## config.mk

```make
export PLATFORM = sky130hd
export DESIGN_NAME = uart_tx_fifo_flat
export DESIGN_NICKNAME = d
export VERILOG_FILES = /design/src/rtl/uart_pkg.sv /design/src/rtl/uart_tx_fifo_if.sv /design/src/rtl/sync_fifo.sv /design/src/rtl/uart_tx_fifo.sv /design/src/flat_wrapper.sv
export SDC_FILE = /design/constraint.sdc
export NUM_CORES = 1
export LEC_CHECK = 0
export ABC_AREA = 1
export CORE_MARGIN = 2
export CORE_UTILIZATION = 50
export CTS_CLUSTER_DIAMETER = 100
export CTS_CLUSTER_SIZE = 10
export DETAILED_ROUTE_END_ITERATION = 8
export GPL_TIMING_DRIVEN = 1
export PLACE_DENSITY = 0.71
export SLEW_MARGIN = 30
export SYNTH_ARGS = -nofsm -noshare
export SYNTH_HDL_FRONTEND = slang
export SYNTH_HIERARCHICAL = 1
export SYNTH_SLANG_ARGS = --single-unit
```

## constraint.sdc

```tcl
create_clock -name clk -period 4.6 [get_ports clk]
set_clock_uncertainty 0.1 [all_clocks]
set_input_delay 0.69 -clock clk [delete_from_list [all_inputs] [get_ports clk]]
set_output_delay 0.69 -clock clk [all_outputs]
set_load 0.05 [all_outputs]
```

## src/rtl/uart_pkg.sv

```systemverilog
// uart_pkg: parity_mode encodings and transmitter FSM state type
package uart_pkg;
    localparam logic [1:0] PAR_NONE = 2'b00;
    localparam logic [1:0] PAR_EVEN = 2'b01;
    localparam logic [1:0] PAR_ODD  = 2'b10;
    typedef enum logic [2:0] {IDLE, START, DATA, PARITY, STOP} state_e;
endpackage

```

## src/rtl/uart_tx_fifo_if.sv

```systemverilog
// uart_tx_fifo_if: write-side handshake and FIFO status of the UART transmitter
interface uart_tx_fifo_if #(
    parameter int FIFO_DEPTH = 16
);
    logic                          wr_en;
    logic [7:0]                    wr_data;
    logic                          full;
    logic [$clog2(FIFO_DEPTH):0]   fifo_count;
    logic                          overflow;
    modport master (output wr_en, wr_data, input full, fifo_count, overflow);
    modport slave  (input wr_en, wr_data, output full, fifo_count, overflow);
endinterface

```

## src/rtl/sync_fifo.sv

```systemverilog
// sync_fifo: single-clock FIFO with show-ahead read data and registered flags
module sync_fifo #(
    parameter int WIDTH = 8,
    parameter int DEPTH = 16
) (
    input  logic                     clk,
    input  logic                     rst,
    input  logic                     wr_en,
    input  logic [WIDTH-1:0]         wr_data,
    input  logic                     rd_en,
    output logic [WIDTH-1:0]         rd_data,
    output logic                     full,
    output logic                     empty,
    output logic [$clog2(DEPTH):0]   count
);
    localparam int AW = $clog2(DEPTH);
    localparam logic [AW:0] FULL_CNT = (AW+1)'(DEPTH);
    logic [WIDTH-1:0] mem [DEPTH];
    logic [AW-1:0]    wp, rp;
    logic [AW:0]      nxt;
    logic             wr, rd;
    assign wr      = wr_en && !full;
    assign rd      = rd_en && !empty;
    assign nxt     = count + {{AW{1'b0}}, wr} - {{AW{1'b0}}, rd};
    assign rd_data = mem[rp];
    always_ff @(posedge clk) begin
        if (wr && !rst)
            mem[wp] <= wr_data;
    end
    always_ff @(posedge clk) begin
        if (rst) begin
            wp    <= '0;
            rp    <= '0;
            count <= '0;
            full  <= 1'b0;
            empty <= 1'b1;
        end else begin
            if (wr)
                wp <= wp + 1'b1;
            if (rd)
                rp <= rp + 1'b1;
            count <= nxt;
            full  <= nxt == FULL_CNT;
            empty <= nxt == '0;
        end
    end
endmodule

```

## src/rtl/uart_tx_fifo.sv

```systemverilog
// uart_tx_fifo: buffered UART transmitter; frame settings are latched per frame at pop time
module uart_tx_fifo
    import uart_pkg::*;
#(
    parameter int DATA_BITS  = 8,
    parameter int FIFO_DEPTH = 16,
    parameter int DIV_W      = 16
) (
    input  logic             clk,
    input  logic             rst,
    input  logic [DIV_W-1:0] div,
    input  logic [1:0]       parity_mode,
    input  logic             two_stop,
    uart_tx_fifo_if.slave    wif,
    output logic             busy,
    output logic             txd
);
    localparam logic [7:0] MASK = 8'((9'd1 << DATA_BITS) - 9'd1);
    localparam logic [2:0] LAST = 3'(DATA_BITS - 1);
    state_e           state;
    logic [DIV_W-1:0] cnt, div_l;
    logic [7:0]       shreg, rd_data;
    logic [2:0]       bit_idx;
    logic             par_en, par_bit, two_l, second, empty, pop, last_tick;
    sync_fifo #(.WIDTH(8), .DEPTH(FIFO_DEPTH)) u_fifo (
        .clk     (clk),
        .rst     (rst),
        .wr_en   (wif.wr_en),
        .wr_data (wif.wr_data),
        .rd_en   (pop),
        .rd_data (rd_data),
        .full    (wif.full),
        .empty   (empty),
        .count   (wif.fifo_count)
    );
    assign last_tick = cnt == div_l;
    // popping in the final stop cycle chains frames with no idle gap
    assign pop = !empty && (state == IDLE || (state == STOP && last_tick && (!two_l || second)));
    always_ff @(posedge clk) begin
        if (rst) begin
            state        <= IDLE;
            txd          <= 1'b1;
            busy         <= 1'b0;
            cnt          <= '0;
            div_l        <= '0;
            shreg        <= '0;
            bit_idx      <= '0;
            par_en       <= 1'b0;
            par_bit      <= 1'b0;
            two_l        <= 1'b0;
            second       <= 1'b0;
            wif.overflow <= 1'b0;
        end else begin
            if (wif.wr_en && wif.full)
                wif.overflow <= 1'b1;
            if (pop) begin
                state   <= START;
                txd     <= 1'b0;
                busy    <= 1'b1;
                cnt     <= '0;
                div_l   <= (div == '0) ? DIV_W'(1) : div;
                shreg   <= rd_data;
                bit_idx <= '0;
                par_en  <= parity_mode == PAR_EVEN || parity_mode == PAR_ODD;
                par_bit <= (^(rd_data & MASK)) ^ (parity_mode == PAR_ODD);
                two_l   <= two_stop;
                second  <= 1'b0;
            end else if (state != IDLE) begin
                if (!last_tick) begin
                    cnt <= cnt + DIV_W'(1);
                end else begin
                    cnt <= '0;
                    case (state)
                        START: begin
                            state <= DATA;
                            txd   <= shreg[0];
                            shreg <= shreg >> 1;
                        end
                        DATA: begin
                            if (bit_idx == LAST) begin
                                state <= par_en ? PARITY : STOP;
                                txd   <= par_en ? par_bit : 1'b1;
                            end else begin
                                bit_idx <= bit_idx + 3'd1;
                                txd     <= shreg[0];
                                shreg   <= shreg >> 1;
                            end
                        end
                        PARITY: begin
                            state <= STOP;
                            txd   <= 1'b1;
                        end
                        STOP: begin
                            if (two_l && !second) begin
                                second <= 1'b1;
                            end else begin
                                state <= IDLE;
                                busy  <= 1'b0;
                                txd   <= 1'b1;
                            end
                        end
                        default: state <= IDLE;
                    endcase
                end
            end
        end
    end
endmodule

```

## src/flat_wrapper.sv

```systemverilog
// flat-port wrapper written by rule: the top's interface ports become plain ports
module uart_tx_fifo_flat import uart_pkg::*;
#(
    parameter int DATA_BITS  = 8,
    parameter int FIFO_DEPTH = 16,
    parameter int DIV_W      = 16
)
  (clk, rst, div, parity_mode, two_stop, busy, txd, wif_wr_en, wif_wr_data, wif_full, wif_fifo_count, wif_overflow);
  uart_tx_fifo_if #(.FIFO_DEPTH(FIFO_DEPTH)) wif_i ();
  input  logic clk;
  input  logic rst;
  input  logic [DIV_W-1:0] div;
  input  logic [1:0] parity_mode;
  input  logic two_stop;
  output logic busy;
  output logic txd;
  input wire logic [$bits(wif_i.wr_en)-1:0] wif_wr_en;
  input wire logic [$bits(wif_i.wr_data)-1:0] wif_wr_data;
  output wire logic [$bits(wif_i.full)-1:0] wif_full;
  output wire logic [$bits(wif_i.fifo_count)-1:0] wif_fifo_count;
  output wire logic [$bits(wif_i.overflow)-1:0] wif_overflow;
  assign wif_i.wr_en = wif_wr_en;
  assign wif_i.wr_data = wif_wr_data;
  assign wif_full = wif_i.full;
  assign wif_fifo_count = wif_i.fifo_count;
  assign wif_overflow = wif_i.overflow;
  uart_tx_fifo #(.DATA_BITS(DATA_BITS), .FIFO_DEPTH(FIFO_DEPTH), .DIV_W(DIV_W)) u_core (.clk(clk), .rst(rst), .div(div), .parity_mode(parity_mode), .two_stop(two_stop), .wif(wif_i), .busy(busy), .txd(txd));
endmodule
```

==> results of run 1 <==
cell type report:
cell class              count  area share, %
repair buffers             52           4.65
multi-input cells         668           29.8
inverters                 183           6.60
flip-flops and latches    200           50.6
well taps                 234           2.80
clock inverters            14           1.39
clock buffers              17           4.07
where the power goes:
part | internal [mW] | leakage, nW | switching (mW)
combinational | 0.627 | 2.38 | 1.32
clock | 0.726 | 0.284 | 0.730
sequential | 2.07 | 1.74 | 0.100
worst paths after layout:
check,startpoint,endpoint,slack (ns),cells past startpoint
setup reg to reg,u_core/cnt[6],u_core/u_fifo/empty,0.77,24
hold reg to reg,u_core/second,u_core/second,0.36,2
setup / recovery,u_core/cnt[6],u_core/u_fifo/empty,0.77,24
hold / removal,u_core/second,u_core/second,0.36,2
placed cells by master, fill, tap and decap left out, types with 3 or more instances in the layout:
cell / Yosys / final
nand2_1: 321 / 321
inv_1: 173 / 173
nand3_1: 142 / 142
edfxtp_1: 128 / 128
nor2_1: 75 / 75
dfxtp_1: 72 / 71
clkdlybuf4s50_1: 0 / 38
nor3_1: 18 / 18
clkbuf_16: 0 / 17
a21oi_1: 17 / 17
o21ai_0: 17 / 17
buf_4: 6 / 14
ha_1: 13 / 13
xor2_1: 12 / 12
o21ai_1: 11 / 11
inv_2: 9 / 8
inv_6: 0 / 6
nor2_2: 6 / 6
xnor2_1: 6 / 6
nand2_2: 5 / 5
nor4_1: 5 / 5
clkinv_2: 1 / 4
inv_8: 0 / 3
nor2_4: 3 / 3
state kept, by name, summed over array words and instances, names as in the netlist, named ones only:
signal and flops:
u_core/u_fifo/mem 128, u_core/cnt 16, u_core/div_l 16, u_core/shreg 8
u_core/u_fifo/count 5, u_core/u_fifo/rp 4, u_core/u_fifo/wp 4, u_core/bit_idx 3
u_core/state 3, u_core/busy 1, u_core/par_bit 1, u_core/par_en 1
u_core/second 1, u_core/two_l 1, u_core/txd 1, u_core/u_fifo/empty 1
u_core/u_fifo/full 1, u_core/wif.overflow 1
layer usage:
layer	global-route usage (%)	part of all wire, %
met4	6.84	1.6
met3	3.67	4.5
met2	36.0	50
met1	26.7	44
met5	0	0
critical path: cells and delay by family (launching register included):
kind,cells,cell delay [ns]
adders and majority gates,2,0.56
and+or+nand+nor,16,1.91
DFF,1,0.37
buffers and inverters,6,0.79
cells by family after synthesis:
family / synth area share (%)
simple gates: 26.5
compound gates: 3.18
flops: 56.5
xor+xnor: 1.68
buf+inv: 10.3
fa+ha+maj: 1.95
==> metrics.cfg, run 1 <==
[yosys]
synth_most_common_cell = nand2_1
yosys.area.top_type_share_pct = 41.1
synth_top_flop_cell = edfxtp_1
ys_seq_area_share_pct = 56.5
syn_nets = 1132
synth_commonest_cells = 321 x nand2_1, 173 x inv_1, 142 x nand3_1, 128 x edfxtp_1, 75 x nor2_1
syn_inst = 1088
yosys_warnings = 6
syn_avg_cell_area_um2 = 8.60
synth_async_sr_flop_share_pct = 0
synth_seq_cells = 200
synth_edf_count = 128
post-synth-top-area-cell = edfxtp_1
yosysUniqueCellTypes = 38
netlist_area_um2 = 9360
ys_top_cells_by_area = edfxtp_1 41%, dfxtp_1 15%, nand2_1 13%

[cells_and_area]
multi_input_area_um2 = 3120
nNetsFinal = 1166
antenna_cells = 0
fillCellCount = 1652
fin_cells = 1368
drive_above_1_share_pct = 6.61
final_area_um2 = 10400
fin_util_pct = 56.4
area_delta_synth_final_pct = 11.5
regArea_um2 = 5290

[placed_design]
place_area_um2 = 9870
dp_hpwl_um = 12900
placedCellCount = 1337
port_buffers = 38
pre_cts_slack_ns = 0.794
place_congestion = 0.831

[clock_network]
cts.sinks = 200
clock_path_buffers = 2
postCtsSetupBuffers = 0
ctsResizeCount = 0
insertion_delay_ns = 0.44
cts-hold-fix-buffers = 0
clk_pin_slew_ns = 0.08
cts_root_buf = clkbuf_16
numCtsBuffers = 17
htreeDepth = 4
cts_tree = built

[detailed_routing]
vias = 6972
viasPerCell = 5.10
avgRoutedWirePerCell_um = 14.6
drt-pass1-iter-count = 5
ant_nets = 0
route.detailed.drc = 0
drt_iter0_markers = 520
wirelength_um = 20000

[setup_path]
critPathKind = reg -> reg
critPathSlowestCell = fa_1
cp_max_fo = 21
crit_path_start_kind = flop
cp-end-kind = flop
path_cells = inv_2 -> nand2_1 -> nand2_1 -> nor2_1 -> nand2_1 -> nor2_2 -> nand2_2 -> nand2_2 -> nand2_1 -> clkinv_2 -> inv_1 -> nor2_4 -> inv_1 -> nor2_1 -> inv_1 -> nand2_1 -> ha_1 -> inv_1 -> fa_1 -> nand3b_1 -> nand3_1 -> nand2_1 -> nand3_1 -> nand2_1
crit_arrival_ns = 4.06
crit_top_cell = nand2_1
max_stage_delay_ns = 0.40
crit_required_ns = 4.83

[die]
fp.dieW_um = 141
start_util_pct = 50.5
design.die.area_um2 = 19800
die_h_um = 141
rows = 50
coreArea_um2 = 18500
io_pins = 39

[global_route]
gr-total-overflow = 0
grt_antenna_before_repair = 0
grt_pass1_vias = 6498
grt_pass1_wl_um = 32200
grt_usage_pct = 20.8
grt_start_max_net_pins = 65

[timing]
period_share_pct = 83.3
fin_setup_tns_ns = 0
timing.fmax_mhz = 261
drv_slew = 0
setup-violations-final = 0
worstMarginPinSlew_ns = 0.837
finalHoldViolations = 0
rsz0062_at_grt = no
hold_slack_ns = 0.361
slew_headroom_pct = 44.0
min_period_ns = 3.83
fin_ws_ns = 0.769

[pwr]
power.density_nw_per_um2 = 534
peakVddDrop_uv = 331
p_leak_nw = 4.41
finalPower_mw = 5.57

[status]
status = finished, final reports clean

[min_path]
hp-class = reg -> reg

[flow_run]
maxCapViolCount = 0

Power figures use the tool's default switching activity.
==> inputs of run 2 (changes only) <==
--- a/config.mk
+++ b/config.mk
@@ -12,7 +12,7 @@
 export CTS_CLUSTER_SIZE = 10
 export DETAILED_ROUTE_END_ITERATION = 8
 export GPL_TIMING_DRIVEN = 1
-export PLACE_DENSITY = 0.71
+export PLACE_DENSITY = 0.73
 export SLEW_MARGIN = 30
 export SYNTH_ARGS = -nofsm -noshare
 export SYNTH_HDL_FRONTEND = slang
==> constraint.sdc (replaced) <==
create_clock -name clk -period 3.36 [get_ports clk]
set_clock_uncertainty 0.1 [all_clocks]
set_input_delay 0.504 -clock clk [delete_from_list [all_inputs] [get_ports clk]]
set_output_delay 0.504 -clock clk [all_outputs]
set_load 0.05 [all_outputs]
==> run 2 against run 1 <==
Sequential share of layout area down 1.1 points. Largest cell class unchanged. Combinational power is 42% higher. Register-to-register slack worse by 0.44 ns. Highest routed layer unchanged. Clock-buffer cell count increased by 1. Worst hold slack lost 0.0024 ns. Die area stayed put.
==> metrics.cfg, run 2 (synthesized netlist as in run 1, its figures left out) <==
[timing]
min_period_ns = 3.03
finalHoldViolations = 0
slew_headroom_pct = 52.8
fin_setup_tns_ns = 0
drv_slew = 0
worstMarginPinSlew_ns = 0.705
setup-violations-final = 0
timing.fmax_mhz = 330
rsz0062_at_grt = yes
period_share_pct = 90.1
fin_ws_ns = 0.332

[pwr]
p_leak_nw = 4.55
power.density_nw_per_um2 = 738
peakVddDrop_uv = 400

[min_path]
hp-class = reg -> reg
min_path_cells = 2

[placed_design]
port_buffers = 38
dp_hpwl_um = 13400
place_congestion = 0.883
pre_cts_slack_ns = 0.268

[clock_network]
htreeDepth = 4
cts-hold-fix-buffers = 0
cts.sinks = 200
numCtsBuffers = 17
cts_root_buf = clkbuf_16
clk_pin_slew_ns = 0.08
clock_path_buffers = 2
insertion_delay_ns = 0.45
cts_tree = built

[die]
rows = 50
start_util_pct = 50.5
coreArea_um2 = 18500
io_pins = 39
die_h_um = 141
design.die.area_um2 = 19800
fp.dieW_um = 141

[cells_and_area]
drive_above_1_share_pct = 9.15
final_cell_mix = 321 x nand2_1, 173 x inv_1, 142 x nand3_1
fin_util_pct = 57.8
regMostFlops = u_core/u_fifo/mem
reg_top3 = u_core/u_fifo/mem x128, u_core/cnt x16, u_core/div_l x16
largest_register_ffs = 128
fillCellCount = 1595
area_delta_synth_final_pct = 14.3
antenna_cells = 0
mostFrequentLayoutCell = nand2_1
regArea_um2 = 5300
nNetsFinal = 1189
multi_input_area_um2 = 3120

[setup_path]
rrSetupSlack_ns = 0.33
critPathKind = reg -> reg
crit_arrival_ns = 3.30
cp.depth = 23
cp-end-kind = flop
crit_buf_inv = 6
crit_top_cell = nand2_1
cp_max_fo = 5
crit_path_start_kind = flop
max_stage_delay_ns = 0.39
crit_required_ns = 3.63
critPathSlowestCell = fa_1
r2r_cells = 23
cp_top_family = simple AND/OR/NAND/NOR gates
path_cells = inv_2 -> nand2_1 -> nand2_1 -> nor2_1 -> nand2_1 -> nor2_2 -> nand2_2 -> nand2_2 -> nand2_1 -> clkinv_2 -> inv_1 -> nor2_4 -> inv_1 -> nor2_2 -> inv_1 -> nand2_1 -> ha_1 -> inv_1 -> fa_1 -> nand3b_1 -> nand3_1 -> nand3_1 -> nor2_1

[flow_run]
maxCapViolCount = 0

[detailed_routing]
vias = 7059
drt_iter0_markers = 428
route.detailed.drc = 0
ant_nets = 0
wirelength_um = 20200
drt-pass1-iter-count = 5
avgRoutedWirePerCell_um = 14.5
viasPerCell = 5.07

[global_route]
grt_pass1_wl_um = 32800
grt_pass1_vias = 6767
grt_usage_pct = 21.1
grt_start_max_net_pins = 35
grt_antenna_before_repair = 0
gr-total-overflow = 0

[status]
status = finished, final reports clean

==> run 2: area by class of cell <==
class	instances	area share (%)
repair buffers	75	6.15
clock buffers	18	4.21
clock inverters	14	1.78
flip-flops and latches	200	49.5
well taps	234	2.74
multi-input cells	668	29.2
inverters	183	6.43
==> run 2: worst paths after layout <==
kind	startpoint	end
min reg2reg	u_core/second	u_core/second
min	u_core/second	u_core/second
max	u_core/cnt[6]	u_core/u_fifo/full
max reg2reg	u_core/cnt[6]	u_core/u_fifo/full
==> run 2: metrics by stage <==
stage | hold WS (ns) | total power, mW | instance area (µm²) | std cells
CTS | 0.362 | 7.86 | 10700 | 1388
floorplan | 0.330 | 5.12 | 9360 | 1088
global route | 0.396 | 8.38 | 10700 | 1392
detailed placement | 0.350 | 5.72 | 10000 | 1356
finish | 0.359 | 7.89 | 10700 | 1392
global placement | 0.346 | 5.67 | 10000 | 1356
==> run 2: repair_timing <==
item,in CTS,in global routing
endpoints found under the setup margin,0,3
hold endpoints to repair,0,0
gates resized for setup,0,10
setup buffers,0,4
==> run 2: worst min-delay path, cell delays in order, from the launching register on <==
cell	delay [ns]
dfxtp_1	0.30
inv_1	0.06
a21oi_1	0.05
==> run 2: power breakdown <==
part           internal (mW)  switching [mW]
clock                   1.13            1.02
sequential              2.84           0.142
combinational          0.956            1.81
total                   4.92            2.97
==> run 2: layer usage <==
layer  up-vias  wire [µm]  global-route usage (%)
li1       3568          -                       -
met1      3265       8470                    24.8
met2       187      10200                    37.7
met3        39       1120                    5.13
met4         0        448                    7.42
met5         -          0                       0
==> inputs of run 3 (changes only) <==
--- a/config.mk
+++ b/config.mk
@@ -13,6 +13,7 @@
 export DETAILED_ROUTE_END_ITERATION = 8
 export GPL_TIMING_DRIVEN = 1
 export PLACE_DENSITY = 0.73
+export RECOVER_POWER = 25
 export SLEW_MARGIN = 30
 export SYNTH_ARGS = -nofsm -noshare
 export SYNTH_HDL_FRONTEND = slang
==> constraint.sdc (replaced) <==
create_clock -name clk -period 3.36 [get_ports clk]
set_clock_uncertainty 0.1 [all_clocks]
set_input_delay 0.504 -clock clk [delete_from_list [all_inputs] [get_ports clk]]
set_output_delay 0.504 -clock clk [all_outputs]
set_load 0.01 [all_outputs]
==> run 3 against run 2 <==
Largest cell class unchanged. Combinational power shrank 5%. Register-to-register slack is essentially flat. Sequential share of layout area unchanged. Die area is the same. Via count down 0.23%. Total power decreased by 1.8%. Routed wire length shrank 0.34%. Sequential cell count unchanged. First-iteration DRC count unchanged.
==> metrics.cfg, run 3 (synthesized netlist as in run 1, its figures left out) <==
[clock_network]
clk_pin_slew_ns = 0.08
cts-hold-fix-buffers = 0
insertion_delay_ns = 0.44
numCtsBuffers = 17
cts.sinks = 200
htreeDepth = 4
clock_path_buffers = 2
cts_tree = built
cts_root_buf = clkbuf_16

[cells_and_area]
mostFrequentLayoutCell = nand2_1
multi_input_area_um2 = 3120
final_area_um2 = 10700
area_delta_synth_final_pct = 14.3
reg_top3 = u_core/u_fifo/mem x128, u_core/cnt x16, u_core/div_l x16
regArea_um2 = 5300
fillCellCount = 1595
antenna_cells = 0
regMostFlops = u_core/u_fifo/mem
final_cell_mix = 321 x nand2_1, 173 x inv_1, 142 x nand3_1
drive_above_1_share_pct = 9.15
nNetsFinal = 1189
largest_register_ffs = 128

[min_path]
hold_path_end = u_core/second
min_path_cells = 2
hp-class = reg -> reg
min_from = u_core/second

[global_route]
grt_usage_pct = 21.1
grt_pass1_vias = 6767
gr-total-overflow = 0
grt_antenna_before_repair = 0
grt_pass1_wl_um = 32800
grt_start_max_net_pins = 35

[setup_path]
r2r_start = u_core/cnt[6]
cp-end-kind = flop
crit_path_start_kind = flop
crit_required_ns = 3.63
crit_arrival_ns = 3.30
critPathKind = reg -> reg
r2r-end = u_core/u_fifo/full
rrSetupSlack_ns = 0.33
critPathLaunch = u_core/cnt[6]
cp_max_fo = 5
r2r_cells = 23

[timing]
worstMarginPinSlew_ns = 0.691
timing.fmax_mhz = 330
fin_setup_tns_ns = 0
slew_headroom_pct = 53.8
finalHoldViolations = 0
setup-violations-final = 0
period_share_pct = 90.1
hold_slack_ns = 0.359
drv_slew = 0
rsz0062_at_grt = yes
min_period_ns = 3.03

[detailed_routing]
avgRoutedWirePerCell_um = 14.5
drt_iter0_markers = 428
route.detailed.drc = 0
ant_nets = 0
routedLengthMet1_um = 8230
viasPerCell = 5.06
drt-pass1-iter-count = 5
wirelength_um = 20200
met2WireLength_um = 10200
topRoutingLayerUsed = met4
vias = 7043
routed-wl-met3_um = 1300

[die]
die_h_um = 141
start_util_pct = 50.5
fp.dieW_um = 141
coreArea_um2 = 18500
rows = 50
io_pins = 39
design.die.area_um2 = 19800

[pwr]
peakVddDrop_uv = 396
power.density_nw_per_um2 = 725
p_leak_nw = 4.55

[placed_design]
dp_hpwl_um = 13400
place_congestion = 0.883
place_area_um2 = 10000
port_buffers = 38

[flow_run]
maxCapViolCount = 0

[status]
status = finished, final reports clean

[run 3: through the flow]
stage	instances	util (%)	setup WS (ns)	power (mW)
finish	1392	57.8	0.331	7.75
global route	1392	57.8	-0.00208	8.25
CTS	1388	57.5	0.232	7.73
detailed placement	1356	54.1	0.268	5.59
global placement	1356	54.1	0.379	5.54
floorplan	1088	-	0.316	4.98
[run 3: how the worst max path moves through the flow]
stage                     cells past startpoint             endpoint  slack, ns
after floorplan                              26  u_core/u_fifo/empty       0.32
after global placement                       24  u_core/u_fifo/empty       0.38
after detailed placement                     23   u_core/u_fifo/full       0.27
after CTS                                    23   u_core/u_fifo/full       0.23
after global routing                         23   u_core/u_fifo/full     -0.002
final                                        23   u_core/u_fifo/full       0.33
[run 3: routing by layer]
| metal | GRT usage [%] | vias up |
|---|---|---|
| met2 | 37.7 | 201 |
| met3 | 5.13 | 35 |
| met5 | 0 | - |
| met4 | 7.42 | 0 |
| li1 | - | 3565 |
| met1 | 24.8 | 3242 |
[run 3: worst max-delay path: stages (launching register included)]
cell and delay [ns]:
dfxtp_1 0.37, inv_2 0.08, nand2_1 0.06, nand2_1 0.05
nor2_1 0.10, nand2_1 0.07, nor2_2 0.11, nand2_2 0.09
nand2_2 0.08, nand2_1 0.09, clkinv_2 0.06, inv_1 0.05
nor2_4 0.14, inv_1 0.09, nor2_2 0.15, inv_1 0.07
nand2_1 0.06, ha_1 0.16, inv_1 0.05, fa_1 0.39
nand3b_1 0.19, nand3_1 0.11, nand3_1 0.10, nor2_1 0.11
[run 3: cell type report]
class	instances	area share, %
multi-input cells	668	29.2
clock buffers	18	4.21
flip-flops and latches	200	49.5
inverters	183	6.43
well taps	234	2.74
repair buffers	75	6.15
clock inverters	14	1.78
[run 3: repair_timing]
item / 4_1_cts / 5_1_grt
buffers inserted: 0 / 4
endpoints found under the setup margin: 0 / 3
hold endpoints to repair: 0 / 0
gates resized for setup: 0 / 10
[run 3: where the power goes]
group / switching [mW] / total, mW / internal [mW]
registers: 0.142 / 2.98 / 2.84
clock network: 1.01 / 2.14 / 1.13
logic: 1.67 / 2.63 / 0.955
